### src/rtl/irq_ctrl_pkg.sv
// Shared constants and types for the irq_controller peripheral.
package irq_ctrl_pkg;

  localparam int NSRC              = 8;
  localparam int NMI_PULSE_DEFAULT = 4;

  localparam logic [1:0] IFR_ADDR    = 2'd0;
  localparam logic [1:0] IER_ADDR    = 2'd1;
  localparam logic [1:0] EDGE_ADDR   = 2'd2;
  localparam logic [1:0] NMISEL_ADDR = 2'd3;

  typedef enum logic [1:0] {
    NMI_IDLE = 2'd0,
    NMI_LOW  = 2'd1,
    NMI_GAP  = 2'd2
  } nmi_state_e;

endpackage

### src/rtl/irq_controller_nmi_pulse_gen.sv
// Turns rising edges of nmi_req into fixed-width active-low NMI pulses,
// queueing at most one extra request that arrives while a pulse is running.
module nmi_pulse_gen
  import irq_ctrl_pkg::*;
#(
  parameter int NMI_PULSE = NMI_PULSE_DEFAULT
) (
  input  logic clk,
  input  logic reset,
  input  logic nmi_req,
  output logic nmi_n
);

  localparam logic [7:0] CNT_LOAD = 8'(NMI_PULSE - 1);

  nmi_state_e state;
  logic [7:0] cnt;
  logic       req_prev;
  logic       pending;
  logic       rise;

  assign rise = nmi_req & ~req_prev;

  // NMI_GAP always lasts one cycle so back-to-back pulses show a fresh falling edge.
  always_ff @(posedge clk or posedge reset) begin
    if (reset) begin
      state    <= NMI_IDLE;
      cnt      <= '0;
      req_prev <= 1'b0;
      pending  <= 1'b0;
      nmi_n    <= 1'b1;
    end else begin
      req_prev <= nmi_req;
      case (state)
        NMI_IDLE: begin
          if (rise) begin
            state <= NMI_LOW;
            cnt   <= CNT_LOAD;
            nmi_n <= 1'b0;
          end
        end
        NMI_LOW: begin
          if (rise) pending <= 1'b1;
          if (cnt == '0) begin
            state <= NMI_GAP;
            nmi_n <= 1'b1;
          end else begin
            cnt <= cnt - 8'd1;
          end
        end
        NMI_GAP: begin
          if (pending | rise) begin
            state   <= NMI_LOW;
            cnt     <= CNT_LOAD;
            nmi_n   <= 1'b0;
            pending <= 1'b0;
          end else begin
            state <= NMI_IDLE;
          end
        end
        default: begin
          state <= NMI_IDLE;
          nmi_n <= 1'b1;
        end
      endcase
    end
  end

endmodule

### src/rtl/irq_controller.sv
// Four-register interrupt controller: synchronises eight sources into W1C flags
// and drives the CPU's level irq_n and pulsed nmi_n.
module irq_controller
  import irq_ctrl_pkg::*;
#(
  parameter int NMI_PULSE = NMI_PULSE_DEFAULT
) (
  input  logic            clk,
  input  logic            reset,
  input  logic [NSRC-1:0] src,
  input  logic            cs,
  input  logic            rw,
  input  logic [1:0]      addr,
  input  logic [7:0]      wdata,
  output logic [7:0]      rdata,
  output logic            irq_n,
  output logic            nmi_n
);

  logic [NSRC-1:0] sync1, s, s_prev;
  logic [NSRC-1:0] ifr, ier, edge_mode, nmisel;
  logic [NSRC-1:0] set, clr;
  logic            wr, rd, nmi_req;

  assign wr      = cs & ~rw;
  assign rd      = cs & rw;
  assign set     = (edge_mode & s & ~s_prev) | (~edge_mode & s);
  assign clr     = (wr && addr == IFR_ADDR) ? wdata : '0;
  assign nmi_req = |(ifr & ier & nmisel);

  always_ff @(posedge clk or posedge reset) begin
    if (reset) begin
      sync1  <= '0;
      s      <= '0;
      s_prev <= '0;
    end else begin
      sync1  <= src;
      s      <= sync1;
      s_prev <= s;
    end
  end

  // A set in the same cycle as a W1C clear wins, so live level sources stay flagged.
  always_ff @(posedge clk or posedge reset) begin
    if (reset) begin
      ifr       <= '0;
      ier       <= '0;
      edge_mode <= '0;
      nmisel    <= '0;
    end else begin
      ifr <= set | (ifr & ~clr);
      if (wr && addr == IER_ADDR)    ier       <= wdata;
      if (wr && addr == EDGE_ADDR)   edge_mode <= wdata;
      if (wr && addr == NMISEL_ADDR) nmisel    <= wdata;
    end
  end

  always_ff @(posedge clk or posedge reset) begin
    if (reset) begin
      rdata <= '0;
      irq_n <= 1'b1;
    end else begin
      irq_n <= ~|(ifr & ier & ~nmisel);
      if (rd) begin
        case (addr)
          IFR_ADDR:    rdata <= ifr;
          IER_ADDR:    rdata <= ier;
          EDGE_ADDR:   rdata <= edge_mode;
          NMISEL_ADDR: rdata <= nmisel;
          default:     rdata <= '0;
        endcase
      end
    end
  end

  nmi_pulse_gen #(
    .NMI_PULSE(NMI_PULSE)
  ) u_nmi (
    .clk    (clk),
    .reset  (reset),
    .nmi_req(nmi_req),
    .nmi_n  (nmi_n)
  );

endmodule
### config.mk
export PLATFORM = sky130hd
export DESIGN_NAME = irq_controller
export DESIGN_NICKNAME = d
export VERILOG_FILES = /design/src/rtl/irq_ctrl_pkg.sv /design/src/rtl/irq_controller_nmi_pulse_gen.sv /design/src/rtl/irq_controller.sv
export SDC_FILE = /design/constraint.sdc
export NUM_CORES = 1
export LEC_CHECK = 0
export ABC_CLOCK_PERIOD_IN_PS = 5000
export BUFFER_PORTS_ARGS = -buffer_cell sky130_fd_sc_hd__buf_4
export CORE_AREA = 8 8 125 127
export DETAILED_ROUTE_END_ITERATION = 8
export DIE_AREA = 0 0 133 135
export SLEW_MARGIN = 30
export SYNTH_ARGS = -nofsm -noshare
export SYNTH_HDL_FRONTEND = slang
export SYNTH_SLANG_ARGS = --single-unit
### constraint.sdc
create_clock -name clk -period 5 [get_ports clk]
set_clock_uncertainty 0.15 [all_clocks]
set_input_delay 1 -clock clk [delete_from_list [all_inputs] [get_ports clk]]
set_output_delay 1 -clock clk [all_outputs]
set_load 0.02 [all_outputs]
# Word-level counts from Yosys, hierarchy flattened
# Index checks and enable logic that the tools add are counted.
[classes] n_addsub=1 n_reduce_logical=16 mux=16 eq_ne=10 n_bitwise=19
[op_table] op="$and A8 B8 Y8" n=7
[op_table] op="$mux W8" n=4
[op_table] op="$not A8 Y8" n=4
[op_table] op="$pmux W8 S4" n=1
[op_table] op="$pmux W8 S3" n=1
[op_table] op="$or A8 B8 Y8" n=2
[op_table] op="$reduce_or A8 Y1" n=2
[op_table] op="$logic_not A8 Y1" n=1
[op_table] op="$ne A2 B1 Y1 const B" n=4
[op_table] op="$sub A8 B1 Y8 const B" n=1
[op_table] op="$eq A2 B2 Y1 const B" n=3
[op_table] op="$pmux W2 S3" n=1
[op_table] op="$reduce_and A3 Y1" n=2
[op_table] op="$mux W1" n=5
[op_table] op="$eq A2 B1 Y1 const B" n=2
[op_table] op="$logic_and A1 B1 Y1" n=4
[op_table] op="$logic_not A2 Y1" n=2
[op_table] op="$mux W2" n=2
[op_table] op="$reduce_and A4 Y1" n=1
[op_table] op="$and A1 B1 Y1" n=3
[op_table] op="$pmux W1 S3" n=1
[op_table] op="$reduce_bool A3 Y1" n=1
[op_table] op="$ne A2 B2 Y1 const B" n=1
[op_table] op="$not A1 Y1" n=2
[op_table] op="5 further kinds" n=5
[word_totals] word_cells=76 out_inout_bits=10 register_bits=78

# Logic depth before layout (Yosys ltp)
[depth] ltp_word=7 depth_mapped=7 depth_no_buf=6

# Modules after synthesis
# A second synthesis with hierarchy kept.
[hier_totals] cells_unflattened=244 hier_area_um2=3269.4
[modules_own_cells] module="irq_controller" seq_area_each_um2=1627.8 area_per_inst_um2=2610.0 n_inst=1 cells_per_inst=180
[modules_own_cells] module="nmi_pulse_gen" seq_area_each_um2=326.6 area_per_inst_um2=659.4 n_inst=1 cells_per_inst=64

# Worst setup path after synthesis
# No wires, ideal clock.
[synth_timing] path_kind="input to register" startpoint="input port addr[1]" endpoint="register rdata[1]" path_buffers=1 path_stages=3 setup_ns=0.125 arrival_ns=1.913 path_slack_ns=2.813 path_cell_list="buf_4 mux4_2 mux2_2"
[synth_via] elab_chain_cells=2
[synth_rtl] element="start, declared" line_no="irq_controller.sv:13" text="input logic [1:0] addr,"
[synth_rtl] element="$eq A2 B2 Y1 (tied with other cells)" line_no="irq_controller.sv:65" text="case (addr)"
[synth_rtl] element="$pmux W8 S4 *" line_no="irq_controller.sv:65"
[synth_rtl] element="end signal, assigned" line_no="irq_controller.sv:66" text="IFR_ADDR: rdata <= ifr;"
[synth_rtl] element="end signal, assigned" line_no="irq_controller.sv:67" text="IER_ADDR: rdata <= ier;"
[synth_rtl] element="end signal, assigned" line_no="irq_controller.sv:68" text="EDGE_ADDR: rdata <= edge_mode;"
[synth_rtl] element="end, declared" line_no="irq_controller.sv:15" text="output logic [7:0] rdata,"
# Mark *: on every way between the ends. The rest lies on a longest branch, timed or not.
# A chain may end at the register's enable or synchronous reset.

# Worst setup path in the final report
[layout_timing] startpoint="register u_nmi.cnt[1]" endpoint="register u_nmi.cnt[2]"
[layout_via] elab_chain_cells=3
[layout_rtl] element="start, declared" line_no="irq_controller_nmi_pulse_gen.sv:17" text="logic [7:0] cnt;"
[layout_rtl] element="start signal, assigned" line_no="irq_controller_nmi_pulse_gen.sv:48" text="cnt <= cnt - 8'd1;"
[layout_rtl] element="$sub A8 B1 Y8 or $logic_not A8 Y1 (tied branches)" line_no="irq_controller_nmi_pulse_gen.sv:48, irq_controller_nmi_pulse_gen.sv:44"
[layout_rtl] element="$mux W8 or $ne A2 B2 Y1 (tied branches)"
[layout_rtl] element="$pmux W8 S3 or $reduce_and A4 Y1 (tied branches)"
# Parallel ways exist; a longest one is shown, timed or not. The select of a mux whose other input is x is not followed.

==> out/results.ini <==
[synth]
synth_fp_nets=272
ys_ff_latch=78
synth_fa_ha_area_frac=0.007530
yosysSeqAreaShare=0.5881
synth_simple_gate_area_share=0.1126
synth_xor_area_frac=0.002636
synth_top_family_by_area=multiplexers
yosys_warnings=0
avgSynthCellArea_um2=13.40
yosys.cell_types.count=46
synthMuxAreaShare=0.1717
synth_area_um2=3323
synth_cells=248
synth_compound_gate_area_share=0.09488

[worst_setup_path]
arrival_ns=2.36
cp_cell_sequence=inv_1 -> ha_1 -> nor4b_4 -> a32o_1 -> nor4b_2 -> a211oi_2
cpPeakStageDelay_ns=0.51
worstPathRequired_ns=5.09
crit_path_top_delay_cell=a32o_1
path_class=register to register
crit_path_end_kind=register
critPathMaxFanout=9
crit_path_start_kind=register

[global_routing]
grt_max_degree=44
grt_pass1_vias=2270
grt_use_total=0.08247
grt-ovfl-total=0
antenna_found_initial=0
grt_pass1_wl_mm=11.87

[clock_tree]
clock-sinks=78
hold_buffers=0
clock_path_buffers=2
root_buffer=clkbuf_16
cts-resized-gates=0
clk-insertion-delay-late_ns=0.33
cts_max_level=3
cts_buffers=9
clk_pin_slew_ns=0.06
cts_tree=done
postCtsSetupBuffers=0

[sta]
min_period_ns=2.265
final_hold_viol_count=0
slew_headroom=0.4541
slew_violations=0
setup_viol=0
tns_ns=0
max_freq_mhz=441.6
post-route-period-util=0.4529
rsz0062_at_grt=no
tightest_slew_ns=0.8188

[power_and_ir_drop]
peakVddDrop_mv=0.2150
powerDensity_nw_per_um2=501.9
combPwrFrac=0.251
p_switching_uw=640.0
pwr-share-clk=0.320
switching_share=0.3156
sequentialPowerShare=0.429
leakagePower_nw=1.665
intPower_mw=1.388

[layout]
diodes=0
final_common_cell=dfrtp_1
multi_input_area_um2=1294
n_fill_cell=1385
final_cell_mix=76 x dfrtp_1, 33 x nand2_1, 32 x mux2_2, 32 x buf_4, 11 x nand3_1
syn2layout_area_growth_pct=21.57
drive_above_1_share=0.3529
fin_util=0.2968
nNetsFinal=308
fin_area_um2=4040
fin_cells=469
seqCellArea_um2=1954

[placed_design]
port_buffers=31
dp_hpwl_mm=4.909
place_congestion=0.7511
dpl.cell_count=453
place_area_um2=3741

[die]
die_h_um=135
core_area_um2=13610
die_x_um=133
rows=43
die_area_um2=17960
ios=32
initial_core_util=0.2441

[routing]
viasPerCell=4.618
ant_nets=0
first_pass_iters=4
drt_wl_total_mm=7.032
drtIter0Drc=108
wl_per_cell_um=14.99
vias=2166
drc=0

[status]
outcome=completed

[job]
drv_cap=0

[min_path]
hold_path.class=register to register

==> cell usage after synthesis (all sizes together) <==
library cell	number	share of area
a2111oi	1	0.0083
a211oi	2	0.0060
a21o	1	0.0023
a21oi	8	0.012
a22o	8	0.021
a31o	1	0.0026
a31oi	3	0.0056
a32o	1	0.0030
a32oi	1	0.0026
a41oi	1	0.0026
and2	1	0.0019
and2b	1	0.0023
and3	1	0.0019
and4	2	0.0053
buf	7	0.015
dfrtp	76	0.57
dfstp	2	0.016
ha	2	0.0075
inv	7	0.0079
mux2	32	0.11
mux2i	3	0.0090
mux4	8	0.054
nand2	33	0.037
nand3	11	0.017
nand3b	1	0.0023
nor2	7	0.0094
nor2b	2	0.0060
nor3	1	0.0015
nor3b	1	0.0038
nor4	3	0.0075
nor4b	3	0.014
o21ai	3	0.0045
o22ai	10	0.019
o31a	1	0.0030
o31ai	1	0.0023
or2b	1	0.0026
xnor2	1	0.0026
==> path summary, 6_finish.rpt <==
check / cells after the start / endpoint / slack, ns / from
worst max-delay path: 6 / u_nmi.cnt[2] / 2.74 / u_nmi.cnt[1]
min in group asynchronous: 2 / u_nmi.cnt[6] / 0.59 / reset
max in group asynchronous: 3 / irq_n / 3.16 / reset
worst min-delay path: 0 / s[0] / 0.20 / sync1[0]
worst min register to register: 0 / s[0] / 0.20 / sync1[0]
worst max register to register: 6 / u_nmi.cnt[2] / 2.74 / u_nmi.cnt[1]
==> state kept, by name (all words and copies together), names as in the netlist, 2 cells and up <==
signal       cells
sync1            8
s                8
edge_mode        8
ier              8
nmisel           8
u_nmi.cnt        8
rdata            8
u_nmi.state      2
ifr              8
s_prev           8
==> per-stage QoR <==
step	total power, mW	setup WS, ns	hold slack [ns]
after floorplan	1.247	1.858	0.1812
after global placement	1.377	2.401	0.1823
after detailed placement	1.391	2.390	0.1879
after CTS	2.052	2.738	0.2007
after global routing	2.143	2.592	0.2092
final	2.028	2.735	0.2005
==> power groups by stage <==
stage / Combinational [mW] / Sequential, mW / Clock [mW]
2_1_floorplan: 0.370 / 0.878 / 0
3_3_place_gp: 0.502 / 0.875 / 0
3_5_place_dp: 0.511 / 0.880 / 0
4_1_cts: 0.514 / 0.869 / 0.669
5_1_grt: 0.562 / 0.891 / 0.690
6_report: 0.509 / 0.869 / 0.649
==> critical path: cells and delay by family (launching register included) <==
kind	cells	cell delay, ns
AOI/OAI and AO/OA	2	0.73
DFF	1	0.41
and+or+nand+nor	2	0.46
adders and majority gates	1	0.26
buffers and inverters	1	0.18
==> final cells by class <==
cell class | count | share of cell area
flip-flops and latches | 78 | 0.4837
repair buffers | 32 | 0.05946
multi-input cells | 156 | 0.3202
clock buffers | 10 | 0.05667
well taps | 180 | 0.05574
inverters | 7 | 0.006813
clock inverters | 6 | 0.01734
==> cell families after synthesis <==
kind of cell | Yosys count
flip-flops | 78
adder cells (fa/ha/maj) | 2
AO/OA/AOI/OAI | 42
AND/OR/NAND/NOR | 68
multiplexers | 43
XOR/XNOR | 1
buffers and inverters | 14
==> routing by layer <==
layer / up-vias / wire length [um] / GRT usage / share of wire
li1: 985 / - / - / -
met1: 1119 / 3252 / 0.1033 / 0.46
met2: 57 / 3433 / 0.1339 / 0.49
met3: 5 / 302 / 0.02489 / 0.043
met4: 0 / 44 / 0.02461 / 0.0063
met5: - / 0 / 0 / 0
Power figures use the tool's default switching activity.
